**config.mk**
```make
export PLATFORM = sky130hd
export DESIGN_NAME = writeback_arbiter_flat
export DESIGN_NICKNAME = d
export VERILOG_FILES = /design/src/rtl/writeback_arbiter_if.sv /design/src/rtl/writeback_arbiter.sv /design/src/flat_wrapper.sv
export SDC_FILE = /design/constraint.sdc
export NUM_CORES = 1
export LEC_CHECK = 0
export ABC_AREA = 1
export CAP_MARGIN = 10
export CORE_ASPECT_RATIO = 1.1
export CORE_MARGIN = 1.5
export CORE_UTILIZATION = 25
export CTS_CLUSTER_SIZE = 28
export DETAILED_ROUTE_END_ITERATION = 16
export SETUP_SLACK_MARGIN = 0.15
export SLEW_MARGIN = 20
export SYNTH_ARGS = -nofsm -noshare
export SYNTH_HDL_FRONTEND = slang
export SYNTH_SLANG_ARGS = --single-unit
```
**constraint.sdc**
```tcl
create_clock -name clk -period 4.5 [get_ports clk]
set_clock_uncertainty 0.2 [all_clocks]
set_input_delay 0.675 -clock clk [delete_from_list [all_inputs] [get_ports clk]]
set_output_delay 0.675 -clock clk [all_outputs]
set_load 0.05 [all_outputs]
```
**src/rtl/writeback_arbiter_if.sv**
```systemverilog
// Bundle between the four result producers and the three ROB writeback ports.
// The arbiter sits on the slave side; producers and the ROB sit on the master side.
interface writeback_arbiter_if #(
    parameter int VREG_W = 5,
    parameter int DATA_W = 32
);
    logic [3:0]          src_valid;
    logic [4*VREG_W-1:0] src_vregid;
    logic [4*DATA_W-1:0] src_val;
    logic [3:0]          src_ready;

    logic                writeback1_en;
    logic [VREG_W-1:0]   writeback1_vregid;
    logic [DATA_W-1:0]   writeback1_val;
    logic                writeback2_en;
    logic [VREG_W-1:0]   writeback2_vregid;
    logic [DATA_W-1:0]   writeback2_val;
    logic                writeback3_en;
    logic [VREG_W-1:0]   writeback3_vregid;
    logic [DATA_W-1:0]   writeback3_val;

    modport master (
        output src_valid, src_vregid, src_val,
        input  src_ready,
        input  writeback1_en, writeback1_vregid, writeback1_val,
        input  writeback2_en, writeback2_vregid, writeback2_val,
        input  writeback3_en, writeback3_vregid, writeback3_val
    );

    modport slave (
        input  src_valid, src_vregid, src_val,
        output src_ready,
        output writeback1_en, writeback1_vregid, writeback1_val,
        output writeback2_en, writeback2_vregid, writeback2_val,
        output writeback3_en, writeback3_vregid, writeback3_val
    );
endinterface

```
**src/rtl/writeback_arbiter.sv**
```systemverilog
// Four per-source result FIFOs feeding three registered ROB writeback ports.
// Up to three FIFO heads are granted each cycle in round-robin order from rr_ptr.
module writeback_arbiter #(
    parameter int DEPTH  = 2,
    parameter int VREG_W = 5,
    parameter int DATA_W = 32
) (
    input  logic                clk,
    input  logic                rst,
    input  logic                flush,
    writeback_arbiter_if.slave  bus
);
    localparam int N_SRC  = 4;
    localparam int N_PORT = 3;
    localparam int PTR_W  = $clog2(DEPTH);
    localparam int CNT_W  = $clog2(DEPTH + 1);
    localparam logic [CNT_W-1:0] FULL = CNT_W'(DEPTH);

    typedef struct packed {
        logic [VREG_W-1:0] vregid;
        logic [DATA_W-1:0] val;
    } entry_t;

    entry_t           mem     [N_SRC][DEPTH];
    logic [PTR_W-1:0] rd_ptr  [N_SRC];
    logic [PTR_W-1:0] wr_ptr  [N_SRC];
    logic [CNT_W-1:0] count   [N_SRC];
    logic [1:0]       rr_ptr;

    logic [N_SRC-1:0]  ready;
    logic [N_SRC-1:0]  push;
    logic [N_SRC-1:0]  pop;
    logic [1:0]        port_src [N_PORT];
    logic [N_PORT-1:0] port_hit;
    logic [1:0]        last_src;

    entry_t            wb_q [N_PORT];
    logic [N_PORT-1:0] wb_en_q;
    logic              clear;

    // Flush is the ROB's mispredict recovery and behaves exactly like reset.
    assign clear = rst | flush;

    // Ready depends only on registered occupancy, never on valid or grant.
    always_comb begin
        for (int i = 0; i < N_SRC; i++) begin
            ready[i] = (count[i] != FULL);
            push[i]  = bus.src_valid[i] && ready[i];
        end
    end

    // NOTE: blocking assignments here so n_grant/idx update within one scan;
    // every output gets a default first, so no latch is inferred.
    always_comb begin
        logic [1:0] idx;
        logic [1:0] n_grant;
        idx      = '0;
        n_grant  = '0;
        pop      = '0;
        port_hit = '0;
        last_src = rr_ptr;
        for (int p = 0; p < N_PORT; p++) port_src[p] = '0;
        for (int k = 0; k < N_SRC; k++) begin
            idx = rr_ptr + 2'(k);
            if (count[idx] != '0 && n_grant != 2'd3) begin
                pop[idx]          = 1'b1;
                port_hit[n_grant] = 1'b1;
                port_src[n_grant] = idx;
                last_src          = idx;
                n_grant           = n_grant + 2'd1;
            end
        end
    end

    // NOTE: the storage array carries no reset; count/pointers alone define validity.
    always_ff @(posedge clk) begin
        for (int i = 0; i < N_SRC; i++) begin
            if (push[i] && !clear) begin
                mem[i][wr_ptr[i]] <= '{vregid: bus.src_vregid[i*VREG_W +: VREG_W],
                                       val:    bus.src_val[i*DATA_W +: DATA_W]};
            end
        end
    end

    always_ff @(posedge clk) begin
        if (clear) begin
            rr_ptr  <= '0;
            wb_en_q <= '0;
            for (int i = 0; i < N_SRC; i++) begin
                rd_ptr[i] <= '0;
                wr_ptr[i] <= '0;
                count[i]  <= '0;
            end
            for (int p = 0; p < N_PORT; p++) wb_q[p] <= '0;
        end else begin
            for (int i = 0; i < N_SRC; i++) begin
                if (push[i]) wr_ptr[i] <= wr_ptr[i] + PTR_W'(1);
                if (pop[i])  rd_ptr[i] <= rd_ptr[i] + PTR_W'(1);
                count[i] <= count[i] + CNT_W'(push[i]) - CNT_W'(pop[i]);
            end
            // Idle ports keep their last payload; only the enable drops.
            for (int p = 0; p < N_PORT; p++) begin
                wb_en_q[p] <= port_hit[p];
                if (port_hit[p]) wb_q[p] <= mem[port_src[p]][rd_ptr[port_src[p]]];
            end
            if (|pop) rr_ptr <= last_src + 2'd1;
        end
    end

    assign bus.src_ready         = ready;
    assign bus.writeback1_en     = wb_en_q[0];
    assign bus.writeback1_vregid = wb_q[0].vregid;
    assign bus.writeback1_val    = wb_q[0].val;
    assign bus.writeback2_en     = wb_en_q[1];
    assign bus.writeback2_vregid = wb_q[1].vregid;
    assign bus.writeback2_val    = wb_q[1].val;
    assign bus.writeback3_en     = wb_en_q[2];
    assign bus.writeback3_vregid = wb_q[2].vregid;
    assign bus.writeback3_val    = wb_q[2].val;
endmodule

```
**src/flat_wrapper.sv**
```systemverilog
// flat-port wrapper written by rule: the top's interface ports become plain ports
module writeback_arbiter_flat 
#(
    parameter int DEPTH  = 2,
    parameter int VREG_W = 5,
    parameter int DATA_W = 32
)
  (clk, rst, flush, bus_src_valid, bus_src_vregid, bus_src_val, bus_src_ready, bus_writeback1_en, bus_writeback1_vregid, bus_writeback1_val, bus_writeback2_en, bus_writeback2_vregid, bus_writeback2_val, bus_writeback3_en, bus_writeback3_vregid, bus_writeback3_val);
  writeback_arbiter_if #(.VREG_W(VREG_W), .DATA_W(DATA_W)) bus_i ();
  input  logic clk;
  input  logic rst;
  input  logic flush;
  input wire logic [$bits(bus_i.src_valid)-1:0] bus_src_valid;
  input wire logic [$bits(bus_i.src_vregid)-1:0] bus_src_vregid;
  input wire logic [$bits(bus_i.src_val)-1:0] bus_src_val;
  output wire logic [$bits(bus_i.src_ready)-1:0] bus_src_ready;
  output wire logic [$bits(bus_i.writeback1_en)-1:0] bus_writeback1_en;
  output wire logic [$bits(bus_i.writeback1_vregid)-1:0] bus_writeback1_vregid;
  output wire logic [$bits(bus_i.writeback1_val)-1:0] bus_writeback1_val;
  output wire logic [$bits(bus_i.writeback2_en)-1:0] bus_writeback2_en;
  output wire logic [$bits(bus_i.writeback2_vregid)-1:0] bus_writeback2_vregid;
  output wire logic [$bits(bus_i.writeback2_val)-1:0] bus_writeback2_val;
  output wire logic [$bits(bus_i.writeback3_en)-1:0] bus_writeback3_en;
  output wire logic [$bits(bus_i.writeback3_vregid)-1:0] bus_writeback3_vregid;
  output wire logic [$bits(bus_i.writeback3_val)-1:0] bus_writeback3_val;
  assign bus_i.src_valid = bus_src_valid;
  assign bus_i.src_vregid = bus_src_vregid;
  assign bus_i.src_val = bus_src_val;
  assign bus_src_ready = bus_i.src_ready;
  assign bus_writeback1_en = bus_i.writeback1_en;
  assign bus_writeback1_vregid = bus_i.writeback1_vregid;
  assign bus_writeback1_val = bus_i.writeback1_val;
  assign bus_writeback2_en = bus_i.writeback2_en;
  assign bus_writeback2_vregid = bus_i.writeback2_vregid;
  assign bus_writeback2_val = bus_i.writeback2_val;
  assign bus_writeback3_en = bus_i.writeback3_en;
  assign bus_writeback3_vregid = bus_i.writeback3_vregid;
  assign bus_writeback3_val = bus_i.writeback3_val;
  writeback_arbiter #(.DEPTH(DEPTH), .VREG_W(VREG_W), .DATA_W(DATA_W)) u_core (.clk(clk), .rst(rst), .flush(flush), .bus(bus_i));
endmodule
```
# Word level (Yosys, flattened, before mapping)
# Memory sizes are Yosys's and may differ from the RTL's. A register that Yosys moved wholly into a read port is not among the register bits.
# Cells that the tools add are included.
[word_totals] reg_bits=5 ramBits=423 inputBits=155 elab_cells=249 n_memories=5
[op_classes] n_addsub=22 magnitude_cmp=31 n_eq_ne=7 n_mux=119 bitwise=32 n_reduce_logical=31
[mem_list] memory="u_core.mem" depth=4 width=74 rd=3 rd_clocked_by_memory_dff=0 wr=4 line_no="writeback_arbiter.sv:24" rtl="entry_t mem [N_SRC][DEPTH];"
[mem_list] memory="u_core.wb_q" depth=3 width=37 rd=3 rd_clocked_by_memory_dff=0 wr=3 line_no="writeback_arbiter.sv:37" rtl="entry_t wb_q [N_PORT];"
[mem_list] memory="u_core.count" depth=4 width=2 rd=8 rd_clocked_by_memory_dff=1 wr=4 line_no="writeback_arbiter.sv:27" rtl="logic [CNT_W-1:0] count [N_SRC];"
[mem_list] memory="u_core.rd_ptr" depth=4 width=1 rd=7 rd_clocked_by_memory_dff=0 wr=4 line_no="writeback_arbiter.sv:25" rtl="logic [PTR_W-1:0] rd_ptr [N_SRC];"
[mem_list] memory="u_core.wr_ptr" depth=4 width=1 rd=4 rd_clocked_by_memory_dff=0 wr=4 line_no="writeback_arbiter.sv:26" rtl="logic [PTR_W-1:0] wr_ptr [N_SRC];"
[ops] cell="two-way mux 37 bit" count=16
[ops] cell="two-way mux 74 bit" count=4
[ops] cell="demux 37 bit (select 1 bit)" count=4
[ops] cell="two-way mux 1 bit" count=57
[ops] cell="two-way mux 2 bit" count=15
[ops] cell="logical AND 1 bit" count=25
[ops] cell="bitwise mux 6 bit" count=3
[ops] cell="< comparator 2 x 3 -> 1 bit (second input constant)" count=6
[ops] cell="two-way mux 6 bit" count=3
[ops] cell="two-way mux 4 bit" count=4
[ops] cell="OR 1 bit" count=16
[ops] cell="demux 1 bit (select 2 bit)" count=7
[ops] cell="greater-or-equal comparator 2 bit (second input constant)" count=7
[ops] cell="inverter 1 -> 2 bit" count=7
[ops] cell="demux 2 bit (select 2 bit)" count=3
[ops] cell="greater-or-equal comparator 2 x 1 -> 1 bit (second input constant)" count=6
[ops] cell="inequality test 2 bit (second input constant)" count=6
[ops] cell="OR 4 bit" count=3
[ops] cell="greater-or-equal comparator 3 bit (second input constant)" count=3
[ops] cell="< comparator 3 x 1 -> 1 bit (second input constant)" count=3
[ops] cell="two-way mux 3 bit" count=3
[ops] cell="adder 1 bit (second input constant)" count=8
[ops] cell="adder 2 x 1 -> 2 bit" count=4
[ops] cell="< comparator 2 x 1 -> 1 bit (second input constant)" count=4
[ops] cell="other kinds (14)" count=25

# Longest topological paths before layout
# Gate-level depths: netlist of run 1.
# An unclocked memory read counts as a cell.
[logic_depth] ltp_word=21 mapped_depth=23 depth_no_buf=20

# Worst setup path after synthesis of run 1
# Ideal clock, no wire load.
[synth_timing] path_kind="register to register" start="reg u_core.rr_ptr[0]" end="mem u_core.wb_q[0][100] (netlist name) (enable)" setup_ns=0.395 t_arrival_ns=3.346 required_time_ns=3.905 slack_ns=0.559 path_stages_with_launch=17 path_cell_list="dfxtp_1 > buf_4 > inv_2 > buf_6 > ha_1 > inv_1 > nand2_1 > nand2_2 > inv_1 > fa_1 > inv_1 > nand3_1 > nand2_1 > inv_2 > nand2_1 > nand2_1 > nand2_1"
[synth_rtl] item="start, declared" line_no="writeback_arbiter.sv:28" rtl="logic [1:0] rr_ptr;"
[synth_rtl] item="start signal, assigned" line_no="writeback_arbiter.sv:106" rtl="if (|pop) rr_ptr <= last_src + 2'd1;"
[synth_rtl] item="end, declared" line_no="writeback_arbiter.sv:37"

==> flow_summary.html, run 1 <==
<table>
<tr><th>Metric</th><th>Value</th></tr>
<tr><th colspan="2">Die</th></tr>
<tr><td>Top-level port count</td><td>~270</td></tr>
<tr><td>Initial Util</td><td>approximately a quarter</td></tr>
<tr><td>Die Ht</td><td>roughly 330 um</td></tr>
<tr><td>Die Wd</td><td>between 200 and 300 um</td></tr>
<tr><td>Area of the core</td><td>95,900 um2</td></tr>
<tr><td>Area of the die</td><td>roughly 100,000 um2</td></tr>
<tr><td>Row count</td><td>about 120</td></tr>
<tr><th colspan="2">Placement</th></tr>
<tr><td>Routability congestion estimate from global placement</td><td>0.859</td></tr>
<tr><td>Port Buffers</td><td>272</td></tr>
<tr><td>Final HPWL from detailed placement</td><td>approximately 60,000 um</td></tr>
<tr><td>Setup Slack @ Placement</td><td>0.399 ns</td></tr>
<tr><th colspan="2">Outcome</th></tr>
<tr><td>Run status</td><td>completed</td></tr>
<tr><th colspan="2">Setup path</th></tr>
<tr><td>CP most frequent cell</td><td>nand2_1</td></tr>
<tr><td>Worst setup path startpoint</td><td>u_core.rr_ptr[0]</td></tr>
<tr><td>Beginning of the worst register-to-register path</td><td>u_core.rr_ptr[0]</td></tr>
<tr><td>Peak per-stage delay on the critical path</td><td>0.52 ns</td></tr>
<tr><td>Kind of end point of the critical path</td><td>register</td></tr>
<tr><td>Largest fanout of any net on the critical path</td><td>30</td></tr>
<tr><td>Cell-by-cell listing of the critical path</td><td>inv_2 &gt; ha_1 &gt; inv_1 &gt; nand2_1 &gt; nand2_2 &gt; inv_1 &gt; fa_1 &gt; inv_1 &gt; nand3_2 &gt; nand2_4 &gt; nand2_8 &gt; nand2_1 &gt; nand3_1 &gt; nand2_8 &gt; buf_4 &gt; nand2_1 &gt; nand2_1 &gt; nor2_1</td></tr>
<tr><td>Crit path required time</td><td>4.67 ns</td></tr>
<tr><td>Worst Setup Path Type</td><td>register to register</td></tr>
<tr><td>Library cell contributing the largest single delay on the critical path</td><td>fa_1</td></tr>
<tr><td>Category of the worst setup path launch point</td><td>register</td></tr>
<tr><td>Critical path arrival</td><td>~4.2 ns</td></tr>
<tr><th colspan="2">Clock tree</th></tr>
<tr><td>CTS Hold Bufs</td><td>0</td></tr>
<tr><td>Clock tree from TritonCTS</td><td>yes</td></tr>
<tr><td>Number of sinks handled by clock tree synthesis</td><td>430</td></tr>
<tr><td>Post-CTS sizing</td><td>0</td></tr>
<tr><td>Root buf cell</td><td>clkbuf_16</td></tr>
<tr><td>Post-CTS repair timing setup buffer count</td><td>0</td></tr>
<tr><td>Buffers from clock root to sink, at most</td><td>3</td></tr>
<tr><td>Clk_lat worst skew</td><td>0.62 ns</td></tr>
<tr><td>Reg clk slew, reported paths</td><td>0.06 ns</td></tr>
<tr><td>Cts bufs inserted</td><td>48</td></tr>
<tr><td>Number of levels in the clock H-tree</td><td>2</td></tr>
<tr><th colspan="2">STA</th></tr>
<tr><td>Slew margin rel.</td><td>44.8%</td></tr>
<tr><td>Hold Violations, Final</td><td>0</td></tr>
<tr><td>Final-report setup violation count</td><td>0</td></tr>
<tr><td>Setup repair after global routing missed its margin</td><td>no</td></tr>
<tr><td>Post-route worst setup slack</td><td>0.433 ns</td></tr>
<tr><td>Fmax</td><td>around 250 MHz</td></tr>
<tr><td>Clock period minus worst slack</td><td>4.07 ns</td></tr>
<tr><td>Period utilisation layout</td><td>90.4%</td></tr>
<tr><td>Slew at the pin closest to its max-slew limit</td><td>0.820 ns</td></tr>
<tr><td>Setup TNS</td><td>0 ns</td></tr>
<tr><td>Final number of max-transition violations</td><td>0</td></tr>
<tr><th colspan="2">Worst hold path</th></tr>
<tr><td>Hold crit path type</td><td>register to register</td></tr>
<tr><td>Launch instance of the worst min-delay path</td><td>u_core.count[2][1]</td></tr>
<tr><th colspan="2">Drt</th></tr>
<tr><td>Vias per cell</td><td>roughly 5</td></tr>
<tr><td>Final routed DRC violation total</td><td>0</td></tr>
<tr><td>Routed Antenna Nets</td><td>0</td></tr>
<tr><td>Total wire length after detailed routing</td><td>93,700 um</td></tr>
<tr><td>Average wire per standard cell</td><td>20.9 um</td></tr>
<tr><td>Detailed Route Iter0 Violations</td><td>2,553</td></tr>
<tr><td>First-pass detailed-route iteration total</td><td>6</td></tr>
<tr><td>Number of vias after detailed routing</td><td>between 20k and 25k</td></tr>
<tr><th colspan="2">Finish</th></tr>
<tr><td>Share of post-route cells with drive strength above 1</td><td>under 10%</td></tr>
<tr><td>Final core utilization</td><td>a little under a third</td></tr>
<tr><td>Synth-to-layout area growth</td><td>24.8%</td></tr>
<tr><td>Number of fillers in the final layout</td><td>approximately 10k</td></tr>
<tr><td>Net count, final</td><td>about 3.3k</td></tr>
<tr><th colspan="2">Yosys</th></tr>
<tr><td>Yosys reg bits</td><td>430</td></tr>
<tr><td>Cell area after synthesis</td><td>24,200 um2</td></tr>
<tr><td>Post-synth net total</td><td>3,176</td></tr>
<tr><td>Yosys Warn Count</td><td>0</td></tr>
<tr><td>Count of mapped cells out of synthesis</td><td>2,999</td></tr>
<tr><td>Library cells used by synthesis</td><td>31</td></tr>
<tr><td>Sequential-to-total area share from yosys stat</td><td>roughly 53%</td></tr>
<tr><td>Average cell area after synthesis</td><td>8.07 um2</td></tr>
<tr><th colspan="2">Global routing</th></tr>
<tr><td>Grt ovf</td><td>0</td></tr>
<tr><td>Vias in the first global route</td><td>21.2k</td></tr>
<tr><td>Antenna violations before repair</td><td>9</td></tr>
<tr><td>Pin count of the biggest net entering global routing</td><td>81</td></tr>
<tr><td>Total track usage</td><td>18.4%</td></tr>
<tr><td>Wire length of the first global-routing pass</td><td>136,000 um</td></tr>
<tr><th colspan="2">Job</th></tr>
<tr><td>Maximum Capacitance Violations</td><td>0</td></tr>
</table>
==> worst paths after layout <==
kind / depth (start not counted) / endpoint / slack [ns]
max: 18 / u_core.wb_q[0][73] / 0.43
min: 1 / u_core.count[2][1] / 0.30
max reg2reg: 18 / u_core.wb_q[0][73] / 0.43
min reg2reg: 1 / u_core.count[2][1] / 0.30
==> per-stage QoR <==
stage,cell area [um2],cells,hold WS [ns]
2_1_floorplan,24200,2999,0.253
3_3_place_gp,28600,4390,0.266
3_5_place_dp,28600,4390,0.283
4_1_cts,30200,4478,0.298
5_1_grt,30200,4479,0.330
6_report,30200,4481,0.297
==> synth_stat cells, drive strengths merged <==
| master | n | share of area [%] |
|---|---|---|
| buf | 171 | 3.7 |
| fa | 1 | 0.083 |
| a21oi | 82 | 1.7 |
| ha | 21 | 1.1 |
| dfxtp | 15 | 1.2 |
| inv | 170 | 2.6 |
| nand3 | 655 | 14 |
| nand4 | 5 | 0.18 |
| nor2 | 297 | 4.6 |
| nand3b | 1 | 0.031 |
| xor2 | 4 | 0.14 |
| nand2 | 934 | 15 |
| nor3 | 6 | 0.12 |
| o21ai | 131 | 2.7 |
| clkbuf | 53 | 0.82 |
| clkinv | 1 | 0.015 |
| o211ai | 37 | 1.1 |
| edfxtp | 415 | 51 |
==> metal layers <==
layer  share of wire (%)  up-vias  wire (um)  global-route usage [%]
met1                  40    10551      37900                    23.6
met5               0.069        -         65                       0
met2                  46     1194      43400                    30.1
met4                 4.1       10       3810                    8.17
li1                    -    10416          -                       -
met3                 9.1      195       8490                    3.33
==> cells in the final DEF (no fill, tap or decap), types with 8 or more instances in the layout <==
cell	Yosys	routed
a21oi_1	81	80
buf_12	0	27
buf_4	12	46
clkbuf_16	0	48
clkdlybuf4s50_1	0	272
clkinvlp_4	0	8
dfxtp_1	15	15
edfxtp_1	415	415
ha_1	21	21
inv_1	166	165
nand2_1	920	912
nand2_4	1	11
nand3_1	651	651
nor2_1	296	287
nor2_4	0	9
o211ai_1	37	37
o21ai_0	52	52
o21ai_1	78	77
==> registers in the layout, indices dropped and copies added, names as in the netlist, named ones only <==
| name | flops |
|---|---|
| u_core.rr_ptr | 2 |
| u_core.mem | 296 |
| u_core.wr_ptr | 4 |
| u_core.count | 8 |
| u_core.rd_ptr | 4 |
| u_core.wb_en_q | 3 |
| u_core.wb_q | 111 |
==> final cells by class <==
class | instances | area, um2 | share of cell area, %
Clock buffer | 53 | 1220 | 4.04
Timing Repair Buffer | 345 | 3610 | 11.9
Inverter | 171 | 642 | 2.12
Multi-Input combinational cell | 2174 | 9980 | 33.0
Sequential cell | 430 | 12800 | 42.2
Clock inverter | 35 | 410 | 1.36
Tap cell | 1270 | 1590 | 5.26
Antenna cell | 3 | 7.51 | 0.0248
==> worst max-delay path: cells and delay by family, from the launching register on <==
kind,cells,cell delay (ns)
adders and majority gates,2,0.85
buffers and inverters,5,0.75
DFF,1,0.34
and+or+nand+nor,11,1.68
==> logic make-up after synthesis <==
kind of cell / Yosys count / share of synthesized area [%]
xor+xnor: 4 / 0.145
flops: 430 / 52.7
buf+inv: 395 / 7.13
simple gates: 1898 / 33.2
fa+ha+maj: 22 / 1.17
compound gates: 250 / 5.61
Power of run 1 is not shown: default switching activity piles up to over one toggle a cycle in this logic, so the estimate is an artifact.
==> inputs of run 2 (changes only) <==
--- a/config.mk
+++ b/config.mk
@@ -12,6 +12,7 @@
 export CORE_UTILIZATION = 25
 export CTS_CLUSTER_SIZE = 28
 export DETAILED_ROUTE_END_ITERATION = 16
+export PLACE_DENSITY = 0.42
 export SETUP_SLACK_MARGIN = 0.15
 export SLEW_MARGIN = 20
 export SYNTH_ARGS = -nofsm -noshare
==> run 2 against run 1 <==
Maximum frequency is 5.7% higher. Die area stayed put. Setup slack better by 0.22 ns. Worst hold slack worse by 0.0013 ns. Non-clock buffer count is 10 higher. Sequential share of layout area is 0.25 points lower. Critical path depth is 2 lower. Via count is 1.5% lower. Largest cell class unchanged.
==> flow_summary.html, run 2 (synthesis gave the netlist of run 1 again) <==
<table>
<tr><th>Metric</th><th>Value</th></tr>
<tr><th colspan="2">Outcome</th></tr>
<tr><td>Run status</td><td>completed</td></tr>
<tr><th colspan="2">STA</th></tr>
<tr><td>Setup TNS</td><td>0 ns</td></tr>
<tr><td>Clock period minus worst slack</td><td>3.85 ns</td></tr>
<tr><td>Slew margin rel.</td><td>between 50% and 60%</td></tr>
<tr><td>Hold Violations, Final</td><td>0</td></tr>
<tr><td>Final number of max-transition violations</td><td>0</td></tr>
<tr><td>Slew at the pin closest to its max-slew limit</td><td>~0.7 ns</td></tr>
<tr><td>Fmax</td><td>~260 MHz</td></tr>
<tr><td>Setup repair after global routing missed its margin</td><td>no</td></tr>
<tr><td>Period utilisation layout</td><td>85.5%</td></tr>
<tr><td>Final-report setup violation count</td><td>0</td></tr>
<tr><th colspan="2">Clock tree</th></tr>
<tr><td>Cts bufs inserted</td><td>52</td></tr>
<tr><td>Reg clk slew, reported paths</td><td>0.06 ns</td></tr>
<tr><td>Post-CTS repair timing setup buffer count</td><td>0</td></tr>
<tr><td>Number of sinks handled by clock tree synthesis</td><td>430</td></tr>
<tr><td>CTS Hold Bufs</td><td>0</td></tr>
<tr><td>Number of levels in the clock H-tree</td><td>2</td></tr>
<tr><td>Clk_lat worst skew</td><td>0.61 ns</td></tr>
<tr><td>Post-CTS sizing</td><td>0</td></tr>
<tr><td>Buffers from clock root to sink, at most</td><td>3</td></tr>
<tr><td>Clock tree from TritonCTS</td><td>yes</td></tr>
<tr><td>Root buf cell</td><td>clkbuf_16</td></tr>
<tr><th colspan="2">Drt</th></tr>
<tr><td>Number of vias after detailed routing</td><td>22.0k</td></tr>
<tr><td>Final routed DRC violation total</td><td>0</td></tr>
<tr><td>Total wire length after detailed routing</td><td>101,000 um</td></tr>
<tr><td>Vias per cell</td><td>4.90</td></tr>
<tr><td>First-pass detailed-route iteration total</td><td>6</td></tr>
<tr><td>Average wire per standard cell</td><td>22.5 um</td></tr>
<tr><td>Detailed Route Iter0 Violations</td><td>2,074</td></tr>
<tr><td>Routed Antenna Nets</td><td>0</td></tr>
<tr><th colspan="2">Setup path</th></tr>
<tr><td>Beginning of the worst register-to-register path</td><td>u_core.count[0][1]</td></tr>
<tr><td>Reg2Reg Depth</td><td>16</td></tr>
<tr><td>Critical path arrival</td><td>between 4 and 5 ns</td></tr>
<tr><td>Destination of the worst register-to-register timing path</td><td>u_core.wb_q[0][50]</td></tr>
<tr><td>Flop2flop setup slack</td><td>around 0.65 ns</td></tr>
<tr><td>Largest fanout of any net on the critical path</td><td>98</td></tr>
<tr><td>Category of the worst setup path launch point</td><td>register</td></tr>
<tr><td>Kind of end point of the critical path</td><td>register</td></tr>
<tr><td>Worst Setup Path Type</td><td>register to register</td></tr>
<tr><td>Crit path required time</td><td>4.66 ns</td></tr>
<tr><th colspan="2">Finish</th></tr>
<tr><td>Largest register FFs</td><td>296</td></tr>
<tr><td>Top library cells by usage in the layout, fill and taps aside</td><td>912 x nand2_1, 651 x nand3_1, 415 x edfxtp_1</td></tr>
<tr><td>Synth-to-layout area growth</td><td>25.5%</td></tr>
<tr><td>Net count, final</td><td>3,361</td></tr>
<tr><td>Commonest non-fill, non-tap cell in the layout</td><td>nand2_1</td></tr>
<tr><td>Share of post-route cells with drive strength above 1</td><td>6.42%</td></tr>
<tr><th colspan="2">Worst hold path</th></tr>
<tr><td>Number of cells on the worst hold path</td><td>1</td></tr>
<tr><td>Launch instance of the worst min-delay path</td><td>u_core.count[2][1]</td></tr>
<tr><td>Hold crit path type</td><td>register to register</td></tr>
<tr><td>Hold EP</td><td>u_core.count[2][1]</td></tr>
<tr><th colspan="2">Die</th></tr>
<tr><td>Initial Util</td><td>25.3%</td></tr>
<tr><td>Die Wd</td><td>300 um</td></tr>
<tr><td>Area of the core</td><td>95,900 um2</td></tr>
<tr><td>Die Ht</td><td>329 um</td></tr>
<tr><td>Area of the die</td><td>98,700 um2</td></tr>
<tr><td>Row count</td><td>119</td></tr>
<tr><td>Top-level port count</td><td>273</td></tr>
<tr><th colspan="2">Placement</th></tr>
<tr><td>Port Buffers</td><td>roughly 270</td></tr>
<tr><td>Routability congestion estimate from global placement</td><td>~0.83</td></tr>
<tr><td>Final HPWL from detailed placement</td><td>~63,000 um</td></tr>
<tr><th colspan="2">Global routing</th></tr>
<tr><td>Pin count of the biggest net entering global routing</td><td>111</td></tr>
<tr><td>Grt ovf</td><td>0</td></tr>
<tr><td>Most congested layer reported by global routing</td><td>met2</td></tr>
<tr><td>Wire length of the first global-routing pass</td><td>148,000 um</td></tr>
<tr><td>Met3 layer usage reported by global route</td><td>~2.9%</td></tr>
<tr><td>Met1 capacity usage during global routing</td><td>around a quarter</td></tr>
<tr><td>Antenna violations before repair</td><td>7</td></tr>
<tr><td>Vias in the first global route</td><td>21.4k</td></tr>
<tr><td>Total track usage</td><td>about a fifth</td></tr>
<tr><td>Met2 track demand over resource in global routing</td><td>33.7%</td></tr>
<tr><th colspan="2">Job</th></tr>
<tr><td>Maximum Capacitance Violations</td><td>0</td></tr>
</table>
==> run 2: changes by cell type in the layout (fill, tap and decap cells not counted), sizes merged <==
cell,change
buf,+10
bufinv,+1
clkbuf,+11
clkinv,+3
clkinvlp,-4
inv,-4
==> run 2: how the worst max path moves through the flow <==
stage | startpoint | to | slack (ns) | cells after the start
finish | u_core.count[0][1] | u_core.wb_q[0][50] | 0.65 | 16
global route | u_core.count[0][1] | u_core.wb_q[0][58] | 0.39 | 18
CTS | u_core.count[0][1] | u_core.wb_q[0][6] | 0.62 | 17
detailed placement | u_core.count[0][1] | u_core.wb_q[0][7] | 0.68 | 17
global placement | u_core.count[0][1] | u_core.wb_q[0][6] | 0.60 | 17
floorplan | u_core.rr_ptr[0] | u_core.wb_q[0][100] | 0.56 | 16
==> run 2: critical path, cell delays in order (launching register included) <==
cell     delay [ns]
dfxtp_1        0.34
nor2_1         0.18
nand2_1        0.09
nand3_1        0.09
nand2_1        0.20
ha_1           0.29
inv_1          0.18
nand3_2        0.25
nand2_2        0.22
nand3_2        0.17
nand2_4        0.30
buf_12         0.45
nand3_1        0.16
nand3_1        0.12
o21ai_1        0.07
nor2_1         0.09
nor2_1         0.06
==> run 2: through the flow <==
| stage | worst slack (ns) | area (um2) | utilization (%) | hold slack, ns | cells |
|---|---|---|---|---|---|
| after floorplan | 0.559 | 24200 | - | 0.253 | 2999 |
| after CTS | 0.622 | 30400 | 31.7 | 0.304 | 4495 |
| after global placement | 0.603 | 28700 | 29.9 | 0.286 | 4400 |
| after global routing | 0.388 | 30400 | 31.7 | 0.324 | 4496 |
| final | 0.651 | 30400 | 31.7 | 0.296 | 4498 |
| after detailed placement | 0.675 | 28700 | 29.9 | 0.290 | 4400 |
==> run 2: final cells by class <==
type | instances | area (um2)
Inverter | 171 | 642
Tap cell | 1270 | 1590
Clock buffer | 64 | 1390
Multi-Input combinational cell | 2174 | 9970
Antenna cell | 3 | 7.51
Fill cell | 10160 | 65500
Sequential cell | 430 | 12800
Clock inverter | 31 | 353
Timing Repair Buffer | 355 | 3680
==> run 2: routing by layer <==
metal	vias up	wire (um)
met1	10559	44400
li1	10459	-
met5	-	24
met4	4	2730
met2	862	48100
met3	156	5840
Power of run 2 is left out for the same reason.
